==> src/rtl/tmcuart_phy.sv <==
// Half-duplex single-wire 8N1 byte transceiver below the TMC UART engine.
// Optional build macro: TMCUART_PHY_MAJORITY_EN (2-of-3 majority at each RX sample point).
module tmcuart_phy #(
  parameter int BIT_CLKS = 48,
  parameter int CNT_BITS = $clog2(BIT_CLKS)
) (
  input  logic       clk,
  input  logic       rst_n,
  input  logic       dir_tx,
  input  logic       tx_start,
  input  logic [7:0] tx_byte,
  output logic       tx_busy,
  output logic       rx_valid,
  output logic [7:0] rx_byte,
  output logic       rx_err,
  output logic       rx_busy,
  input  logic       line_in,
  output logic       line_out,
  output logic       line_oe
);

  typedef enum logic [1:0] {TX_IDLE, TX_START, TX_DATA, TX_STOP} tx_state_t;
  typedef enum logic [1:0] {RX_IDLE, RX_START, RX_DATA, RX_STOP} rx_state_t;

  localparam logic [CNT_BITS-1:0] CNT_ZERO  = {CNT_BITS{1'b0}};
  localparam logic [CNT_BITS-1:0] CNT_ONE   = CNT_BITS'(1);
  localparam logic [CNT_BITS-1:0] BIT_LAST  = CNT_BITS'(BIT_CLKS - 1);
  // STOP state is one cycle short: the final stop cycle is spent in IDLE so a
  // new byte can be accepted there without an idle gap on the wire.
  localparam logic [CNT_BITS-1:0] STOP_LAST = CNT_BITS'(BIT_CLKS - 2);
`ifdef TMCUART_PHY_MAJORITY_EN
  localparam logic [CNT_BITS-1:0] HALF_LOAD = CNT_BITS'(BIT_CLKS / 2);
`else
  localparam logic [CNT_BITS-1:0] HALF_LOAD = CNT_BITS'(BIT_CLKS / 2 - 1);
`endif

`ifdef TMCUART_PHY_MAJORITY_EN
  function automatic logic maj3(input logic a, input logic b, input logic c);
    return (a & b) | (a & c) | (b & c);
  endfunction
`endif

  tx_state_t           tx_state_r, tx_state_s;
  logic [CNT_BITS-1:0] tx_cnt_r, tx_cnt_s;
  logic [2:0]          tx_bit_r, tx_bit_s;
  logic [7:0]          tx_shift_r, tx_shift_s;
  logic                line_out_r, line_out_s;
  logic                tx_busy_r, tx_busy_s;
  logic                line_oe_r, line_oe_s;

  rx_state_t           rx_state_r, rx_state_s;
  logic [CNT_BITS-1:0] rx_cnt_r, rx_cnt_s;
  logic [2:0]          rx_bit_r, rx_bit_s;
  logic [7:0]          rx_shift_r, rx_shift_s;
  logic [7:0]          rx_byte_r, rx_byte_s;
  logic                rx_valid_r, rx_valid_s;
  logic                rx_err_r, rx_err_s;
  logic                rx_busy_r, rx_busy_s;
  logic                sync1_r, sync2_r, rx_prev_r;
  logic [1:0]          flush_r, flush_s;
  logic                rx_block_s, rx_fall_s, rx_sample_s;
`ifdef TMCUART_PHY_MAJORITY_EN
  logic                rx_prev2_r;
`endif

  // TX next-state and datapath
  always_comb begin
    tx_state_s = tx_state_r;
    tx_cnt_s   = tx_cnt_r;
    tx_bit_s   = tx_bit_r;
    tx_shift_s = tx_shift_r;
    line_out_s = line_out_r;
    tx_busy_s  = tx_busy_r;
    case (tx_state_r)
      TX_IDLE: begin
        if (tx_start) begin
          tx_state_s = TX_START;
          tx_cnt_s   = BIT_LAST;
          tx_shift_s = tx_byte;
          line_out_s = 1'b0;
          tx_busy_s  = 1'b1;
        end else begin
          line_out_s = 1'b1;
          tx_busy_s  = 1'b0;
        end
      end
      TX_START: begin
        if (tx_cnt_r == CNT_ZERO) begin
          tx_state_s = TX_DATA;
          tx_cnt_s   = BIT_LAST;
          tx_bit_s   = 3'd0;
          line_out_s = tx_shift_r[0];
          tx_shift_s = {1'b1, tx_shift_r[7:1]};
        end else begin
          tx_cnt_s = tx_cnt_r - CNT_ONE;
        end
      end
      TX_DATA: begin
        if (tx_cnt_r == CNT_ZERO) begin
          if (tx_bit_r == 3'd7) begin
            tx_state_s = TX_STOP;
            tx_cnt_s   = STOP_LAST;
            line_out_s = 1'b1;
          end else begin
            tx_bit_s   = tx_bit_r + 3'd1;
            tx_cnt_s   = BIT_LAST;
            line_out_s = tx_shift_r[0];
            tx_shift_s = {1'b1, tx_shift_r[7:1]};
          end
        end else begin
          tx_cnt_s = tx_cnt_r - CNT_ONE;
        end
      end
      TX_STOP: begin
        if (tx_cnt_r == CNT_ZERO) begin
          tx_state_s = TX_IDLE;
        end else begin
          tx_cnt_s = tx_cnt_r - CNT_ONE;
        end
      end
      default: begin
        tx_state_s = TX_IDLE;
        line_out_s = 1'b1;
        tx_busy_s  = 1'b0;
      end
    endcase
    line_oe_s = dir_tx | tx_busy_s;
  end

  // RX sampling, echo suppression and next-state
  always_comb begin
    flush_s    = line_oe_r ? 2'd2 : ((flush_r != 2'd0) ? flush_r - 2'd1 : 2'd0);
    rx_block_s = line_oe_r | (flush_r != 2'd0);
    rx_fall_s  = rx_prev_r & ~sync2_r;
`ifdef TMCUART_PHY_MAJORITY_EN
    rx_sample_s = maj3(rx_prev2_r, rx_prev_r, sync2_r);
`else
    rx_sample_s = sync2_r;
`endif
    rx_state_s = rx_state_r;
    rx_cnt_s   = rx_cnt_r;
    rx_bit_s   = rx_bit_r;
    rx_shift_s = rx_shift_r;
    rx_byte_s  = rx_byte_r;
    rx_valid_s = 1'b0;
    rx_err_s   = 1'b0;
    if (rx_block_s) begin
      rx_state_s = RX_IDLE;
    end else begin
      case (rx_state_r)
        RX_IDLE: begin
          if (rx_fall_s) begin
            rx_state_s = RX_START;
            rx_cnt_s   = HALF_LOAD;
          end else begin
            rx_state_s = RX_IDLE;
          end
        end
        RX_START: begin
          if (rx_cnt_r == CNT_ZERO) begin
            if (rx_sample_s) begin
              rx_state_s = RX_IDLE;
            end else begin
              rx_state_s = RX_DATA;
              rx_cnt_s   = BIT_LAST;
              rx_bit_s   = 3'd0;
            end
          end else begin
            rx_cnt_s = rx_cnt_r - CNT_ONE;
          end
        end
        RX_DATA: begin
          if (rx_cnt_r == CNT_ZERO) begin
            rx_shift_s = {rx_sample_s, rx_shift_r[7:1]};
            rx_cnt_s   = BIT_LAST;
            if (rx_bit_r == 3'd7) begin
              rx_state_s = RX_STOP;
            end else begin
              rx_bit_s = rx_bit_r + 3'd1;
            end
          end else begin
            rx_cnt_s = rx_cnt_r - CNT_ONE;
          end
        end
        RX_STOP: begin
          if (rx_cnt_r == CNT_ZERO) begin
            rx_state_s = RX_IDLE;
            if (rx_sample_s) begin
              rx_byte_s  = rx_shift_r;
              rx_valid_s = 1'b1;
            end else begin
              rx_err_s = 1'b1;
            end
          end else begin
            rx_cnt_s = rx_cnt_r - CNT_ONE;
          end
        end
        default: rx_state_s = RX_IDLE;
      endcase
    end
    rx_busy_s = (rx_state_s != RX_IDLE);
  end

  // TX state and wire-drive registers
  always_ff @(posedge clk or negedge rst_n) begin
    if (!rst_n) begin
      tx_state_r <= TX_IDLE;
      tx_cnt_r   <= CNT_ZERO;
      tx_bit_r   <= 3'd0;
      tx_shift_r <= 8'h00;
      line_out_r <= 1'b1;
      tx_busy_r  <= 1'b0;
      line_oe_r  <= 1'b0;
    end else begin
      tx_state_r <= tx_state_s;
      tx_cnt_r   <= tx_cnt_s;
      tx_bit_r   <= tx_bit_s;
      tx_shift_r <= tx_shift_s;
      line_out_r <= line_out_s;
      tx_busy_r  <= tx_busy_s;
      line_oe_r  <= line_oe_s;
    end
  end

  // RX synchroniser, history and state registers
  always_ff @(posedge clk or negedge rst_n) begin
    if (!rst_n) begin
      sync1_r    <= 1'b1;
      sync2_r    <= 1'b1;
      rx_prev_r  <= 1'b1;
`ifdef TMCUART_PHY_MAJORITY_EN
      rx_prev2_r <= 1'b1;
`endif
      flush_r    <= 2'd0;
      rx_state_r <= RX_IDLE;
      rx_cnt_r   <= CNT_ZERO;
      rx_bit_r   <= 3'd0;
      rx_shift_r <= 8'h00;
      rx_byte_r  <= 8'h00;
      rx_valid_r <= 1'b0;
      rx_err_r   <= 1'b0;
      rx_busy_r  <= 1'b0;
    end else begin
      sync1_r    <= line_in;
      sync2_r    <= sync1_r;
      rx_prev_r  <= sync2_r;
`ifdef TMCUART_PHY_MAJORITY_EN
      rx_prev2_r <= rx_prev_r;
`endif
      flush_r    <= flush_s;
      rx_state_r <= rx_state_s;
      rx_cnt_r   <= rx_cnt_s;
      rx_bit_r   <= rx_bit_s;
      rx_shift_r <= rx_shift_s;
      rx_byte_r  <= rx_byte_s;
      rx_valid_r <= rx_valid_s;
      rx_err_r   <= rx_err_s;
      rx_busy_r  <= rx_busy_s;
    end
  end

  assign tx_busy  = tx_busy_r;
  assign line_out = line_out_r;
  assign line_oe  = line_oe_r;
  assign rx_valid = rx_valid_r;
  assign rx_err   = rx_err_r;
  assign rx_byte  = rx_byte_r;
  assign rx_busy  = rx_busy_r;

endmodule

==> config.mk <==
export PLATFORM = sky130hd
export DESIGN_NAME = tmcuart_phy
export DESIGN_NICKNAME = d
export VERILOG_FILES = /design/src/rtl/tmcuart_phy.sv
export SDC_FILE = /design/constraint.sdc
export NUM_CORES = 1
export LEC_CHECK = 0
export ABC_AREA = 1
export BUFFER_PORTS_ARGS = -buffer_cell sky130_fd_sc_hd__buf_2
export CORE_MARGIN = 2
export CORE_UTILIZATION = 59
export DETAILED_ROUTE_END_ITERATION = 10
export GPL_ROUTABILITY_DRIVEN = 0
export PLACE_DENSITY = 0.79
export SYNTH_ARGS = -nofsm -noshare
export SYNTH_HDL_FRONTEND = slang
export SYNTH_SLANG_ARGS = --single-unit
==> constraint.sdc <==
create_clock -name clk -period 2.2 [get_ports clk]
set_input_delay 0.11 -clock clk [delete_from_list [all_inputs] [get_ports clk]]
set_output_delay 0.11 -clock clk [all_outputs]
set_load 0.03 [all_outputs]
==> Word level (Yosys, flattened, before mapping) <==
Index checks and enable logic that the tools add are counted.
{ "classes": {"addsub": 5, "n_mul": 0, "div": 0, "magnitude_cmp": 0, "n_eq_ne": 22, "shift": 0, "mux": 57, "bitwise": 5, "n_reduce_logical": 18} }
{ "op_table": {"columns": ["operator", "count"], "rows": [
  ["$mux W6", 9],
  ["$pmux W6 S4", 2],
  ["$mux W8", 4],
  ["$mux W2", 13],
  ["$ne A2 B2 Y1 const B", 13],
  ["$pmux W8 S3", 1],
  ["$mux W3", 7],
  ["$mux W1", 16],
  ["$pmux W2 S4", 2],
  ["$logic_not A6 Y1", 2],
  ["$pmux W3 S2", 2],
  ["$reduce_and A4 Y1", 3],
  ["$sub A6 B1 Y6 const B", 2],
  ["$reduce_and A5 Y1", 2],
  ["$eq A2 B2 Y1 const B", 4],
  ["$reduce_bool A2 Y1", 4],
  ["$add A3 B1 Y3 const B", 2],
  ["$eq A3 B3 Y1 const B", 2],
  ["$reduce_and A3 Y1", 2],
  ["$reduce_and A6 Y1", 1],
  ["$eq A2 B1 Y1 const B", 2],
  ["$logic_not A2 Y1", 2],
  ["$ne A3 B3 Y1 const B", 1],
  ["$pmux W1 S3", 1],
  ["6 further kinds", 8]
]} }
{ "word_totals": {"ff_bits": 57, "latchBits": 0, "ram_bits": 0, "romBits": 0, "input_bits": 13, "output_inout_bits": 14, "elab_cells": 126, "n_memories": 0} }

==> Longest topological paths before layout <==
{ "logic_depth": {"ltp_word": 6, "ltp_mapped": 10, "ltp_nobuf": 10} }

==> Worst setup path before layout <==
No wires, ideal clock.
{ "synth_path": {"kind": "register -> register", "from": "reg tx_bit_r[0]", "to": "reg tx_shift_r[2]", "setup_ns": 0.122, "arrival_ns": 1.426, "required_ns": 2.078, "setup_slack_ns": 0.652, "stages_incl_launch_ff": 10, "n_path_buf": 1, "period_less_slack_ns": 1.548, "cell_sequence": "dfrtp_1 > ha_1 > ha_1 > nand2_1 > inv_1 > a31oi_2 > nand3_4 > buf_6 > nand2_2 > o21ai_2"} }
{ "synth_via": {"elab_chain_len": 3} }
{ "synth_lines": {"columns": ["element", "line_no", "rtl"], "rows": [
  ["from (decl)", "45", "logic [2:0] tx_bit_r, tx_bit_s;"],
  ["from (signal assigned)", "217", "tx_bit_r <= tx_bit_s;"],
  ["$eq A3 B3 Y1", "100", "if (tx_bit_r == 3'd7) begin"],
  ["$ne A2 B2 Y1 (no source line)", null, null],
  ["$reduce_and A5 Y1 (no source line)", null, null],
  ["to (signal assigned)", "218", "tx_shift_r <= tx_shift_s;"],
  ["to (decl)", "46", "logic [7:0] tx_shift_r, tx_shift_s;"]
]} }
No other way between the ends.
A chain may end at the register's enable or synchronous reset.

==> Final worst setup path <==
{ "layout_path": {"from": "reg tx_bit_r[0]", "to": "reg tx_shift_r[7]"} }
The elaborated chain is that of the path after synthesis.

==> impl_metrics.env <==
export IMPL_clockRootBuffer="clkbuf_8"
export IMPL_initial_core_util_pct=60.1
export IMPL_grt_util_met2_pct=33.7
export IMPL_synth_top_cell_by_area="dfrtp_1"
export IMPL_place_area_mm2=0.00322
export IMPL_grt_use_met1_pct=31.2
export IMPL_htreeDepth=3
export IMPL_synth_top_cells_by_count="92 x nand2_1, 53 x dfrtp_1, 49 x inv_1"
export IMPL_period_share_pct=78.3
export IMPL_die_h_um=75.7
export IMPL_seq_area_frac_synth_pct=47.3
export IMPL_dp_hpwl_um=4060
export IMPL_postSynthAreaPerCell_um2=8.78
export IMPL_synth_cells=345
export IMPL_synthSimpleGateAreaFrac_pct=24.0
export IMPL_diodes=0
export IMPL_finalNetCount=410
export IMPL_vias=2313
export IMPL_vias_per_cell=5.05
export IMPL_finalSetupViolations=0
export IMPL_die_x_um=75.7
export IMPL_rsz0062_at_grt="no"
export IMPL_top_usage_layer="met2"
export IMPL_row_count=26
export IMPL_critPathCaptureType="flip-flop"
export IMPL_grt_pass1_wl_um=9560
export IMPL_hold_buffers=3
export IMPL_cp_arrival_ns=1.94
export IMPL_period_needed_ns=1.72
export IMPL_fmax_mhz=581
export IMPL_fin_cells=458
export IMPL_drive_gt1_share_pct=23.5
export IMPL_hold_depth=4
export IMPL_cts_tree="yes"
export IMPL_cts_setup_buffers=0
export IMPL_yosysWarnings=0
export IMPL_dp_cells=439
export IMPL_synth_main_ff_cell="dfrtp_1"
export IMPL_drt_wl_total_um=5620
export IMPL_syn_num_nets=372
export IMPL_yosysMostFrequentCell="nand2_1"
export IMPL_criticalPathCategory="reg2reg"
export IMPL_power_mw=2.12
export IMPL_p_per_area_mw_per_mm2=622
export IMPL_finalCoreUtilization_pct=67.6
export IMPL_clk_pin_slew_worst_paths_ns=0.06
export IMPL_drc=0
export IMPL_synth_top_area_share_pct=43.8
export IMPL_cts_made_buffers=9
export IMPL_finalSetupTns_ns=0
export IMPL_yosys_cell_types_count=33
export IMPL_grt_pass1_vias=2098
export IMPL_worst_pin_slew_ns=0.681
export IMPL_first_pass_iters=5
export IMPL_synthAdderAreaFrac_pct=5.78
export IMPL_pin_count=27
export IMPL_first_iter_violations=170
export IMPL_critical_path_startpoint_type="flip-flop"
export IMPL_reg2reg_depth=8
export IMPL_core_area_mm2=0.00504
export IMPL_leakagePower_nw=1.80
export IMPL_worstHoldPathType="in2reg"
export IMPL_finClkSkew_ns=0.00804
export IMPL_drv_slew=0
export IMPL_synth_edf_count=0
export IMPL_cp_max_fo=16
export IMPL_antenna_found_initial=0
export IMPL_irDropWorstVdd_mv=0.505
export IMPL_max_slew_margin_pct=54.6
export IMPL_drv_cap=0
export IMPL_synth_top_family_by_area="simple AND/OR/NAND/NOR gates"
export IMPL_grt_usage_pct=22.6
export IMPL_synth_area_mux_share_pct=2.31
export IMPL_overflow=0
export IMPL_synth_xor_area_share_pct=0.867
export IMPL_port_buffers=26
export IMPL_outcome="complete, no violations"
export IMPL_grt_max_degree=31
export IMPL_finalHoldViolCount=0
export IMPL_synth_seq_cells=57
export IMPL_fin_area_mm2=0.00341
export IMPL_cts_sinks=57
export IMPL_ant_nets=0
export IMPL_wl_per_cell_um=12.3
export IMPL_synth_compound_area_share_pct=12.2
export IMPL_cp_required_ns=2.42
export IMPL_cts_buffer_depth=2
export IMPL_async_flop_share_pct=100
export IMPL_clock_latency_ns=0.33
export IMPL_syn_area_mm2=0.00303
export IMPL_grt_util_met3_pct=7.80
export IMPL_cts_resized=0
export IMPL_die_area_mm2=0.00572
export IMPL_synthToLayoutAreaGrowth_pct=12.6
export IMPL_synthTopCellsByArea="dfrtp_1 44%, nand2_1 11%, o21ai_2 6.7%"
==> final timing paths <==
kind                             start             to  slack, ns
max in group asynchronous        rst_n    rx_sample_s       1.09
setup reg to reg           tx_bit_r[0]  tx_shift_r[7]       0.48
hold reg to reg                sync1_r    rx_sample_s       0.36
hold / removal                tx_start       line_out       0.02
min in group asynchronous        rst_n     rx_byte[5]       0.35
setup / recovery           tx_bit_r[0]  tx_shift_r[7]       0.48
==> critical path, stage by stage, from the launching register on <==
cell and delay, ns:
dfrtp_1 0.41, ha_1 0.22, ha_1 0.20, nand2_1 0.09
inv_1 0.07, a31oi_2 0.19, nand3_4 0.24, nand2_1 0.15
o21ai_2 0.06
==> state kept, by name, summed over array words and instances, names as in the netlist, 2 cells and up <==
name / flops
flush_r: 2
rx_bit_r: 3
rx_byte: 8
rx_cnt_r: 6
rx_shift_r: 8
rx_state_r: 2
tx_bit_r: 3
tx_cnt_r: 6
tx_shift_r: 8
tx_state_r: 2
==> cell families after synthesis <==
family	count (synthesis)
muxes	7
and+or+nand+nor	158
AOI/OAI and AO/OA	52
buffers and inverters	54
xor gates and xnor gates	3
adders and majority gates	14
DFF	57
==> layout by cell type (no fill, tap or decap), drive strengths merged <==
master / n
dlygate4sd3: 3
or2: 3
nor2: 32
xor2: 1
inv: 50
a31oi: 1
dfstp: 4
nand2: 100
buf: 28
ha: 14
nand4: 5
dfrtp: 53
o21ai: 37
a21boi: 1
a21oi: 9
mux2i: 7
nor4: 1
nand3: 16
clkinv: 5
xnor2: 2
o21bai: 1
clkbuf: 11
o31ai: 1
o211ai: 2
nor3: 1
==> final cells by class <==
| type | count | area [um^2] |
|---|---|---|
| Tap cell | 70 | 87.6 |
| Sequential cell | 57 | 1430 |
| Clock buffer | 11 | 131 |
| Inverter | 50 | 190 |
| Multi-Input combinational cell | 234 | 1370 |
| Fill cell | 409 | 1630 |
| Timing Repair Buffer | 31 | 175 |
| Clock inverter | 5 | 25.0 |
==> report_power, final <==
group	switching, mW	total (mW)	internal [mW]
combinational	0.139	0.216	0.0776
sequential	0.0264	1.10	1.08
clock	0.404	0.802	0.398
total	0.569	2.12	1.55
==> through the flow <==
step,worst slack (ns),hold WS (ns)
after global routing,0.335,0.0363
final,0.478,0.0234
after CTS,0.486,0.0204
after floorplan,0.652,-0.186
after detailed placement,0.493,0.193
after global placement,0.520,0.192
==> routing by layer <==
| metal | wire (um) | up-vias |
|---|---|---|
| li1 | - | 1172 |
| met1 | 2700 | 1076 |
| met2 | 2610 | 55 |
| met3 | 220 | 10 |
| met4 | 90 | 0 |
| met5 | 0 | - |
(Power assumes the default switching activity.)
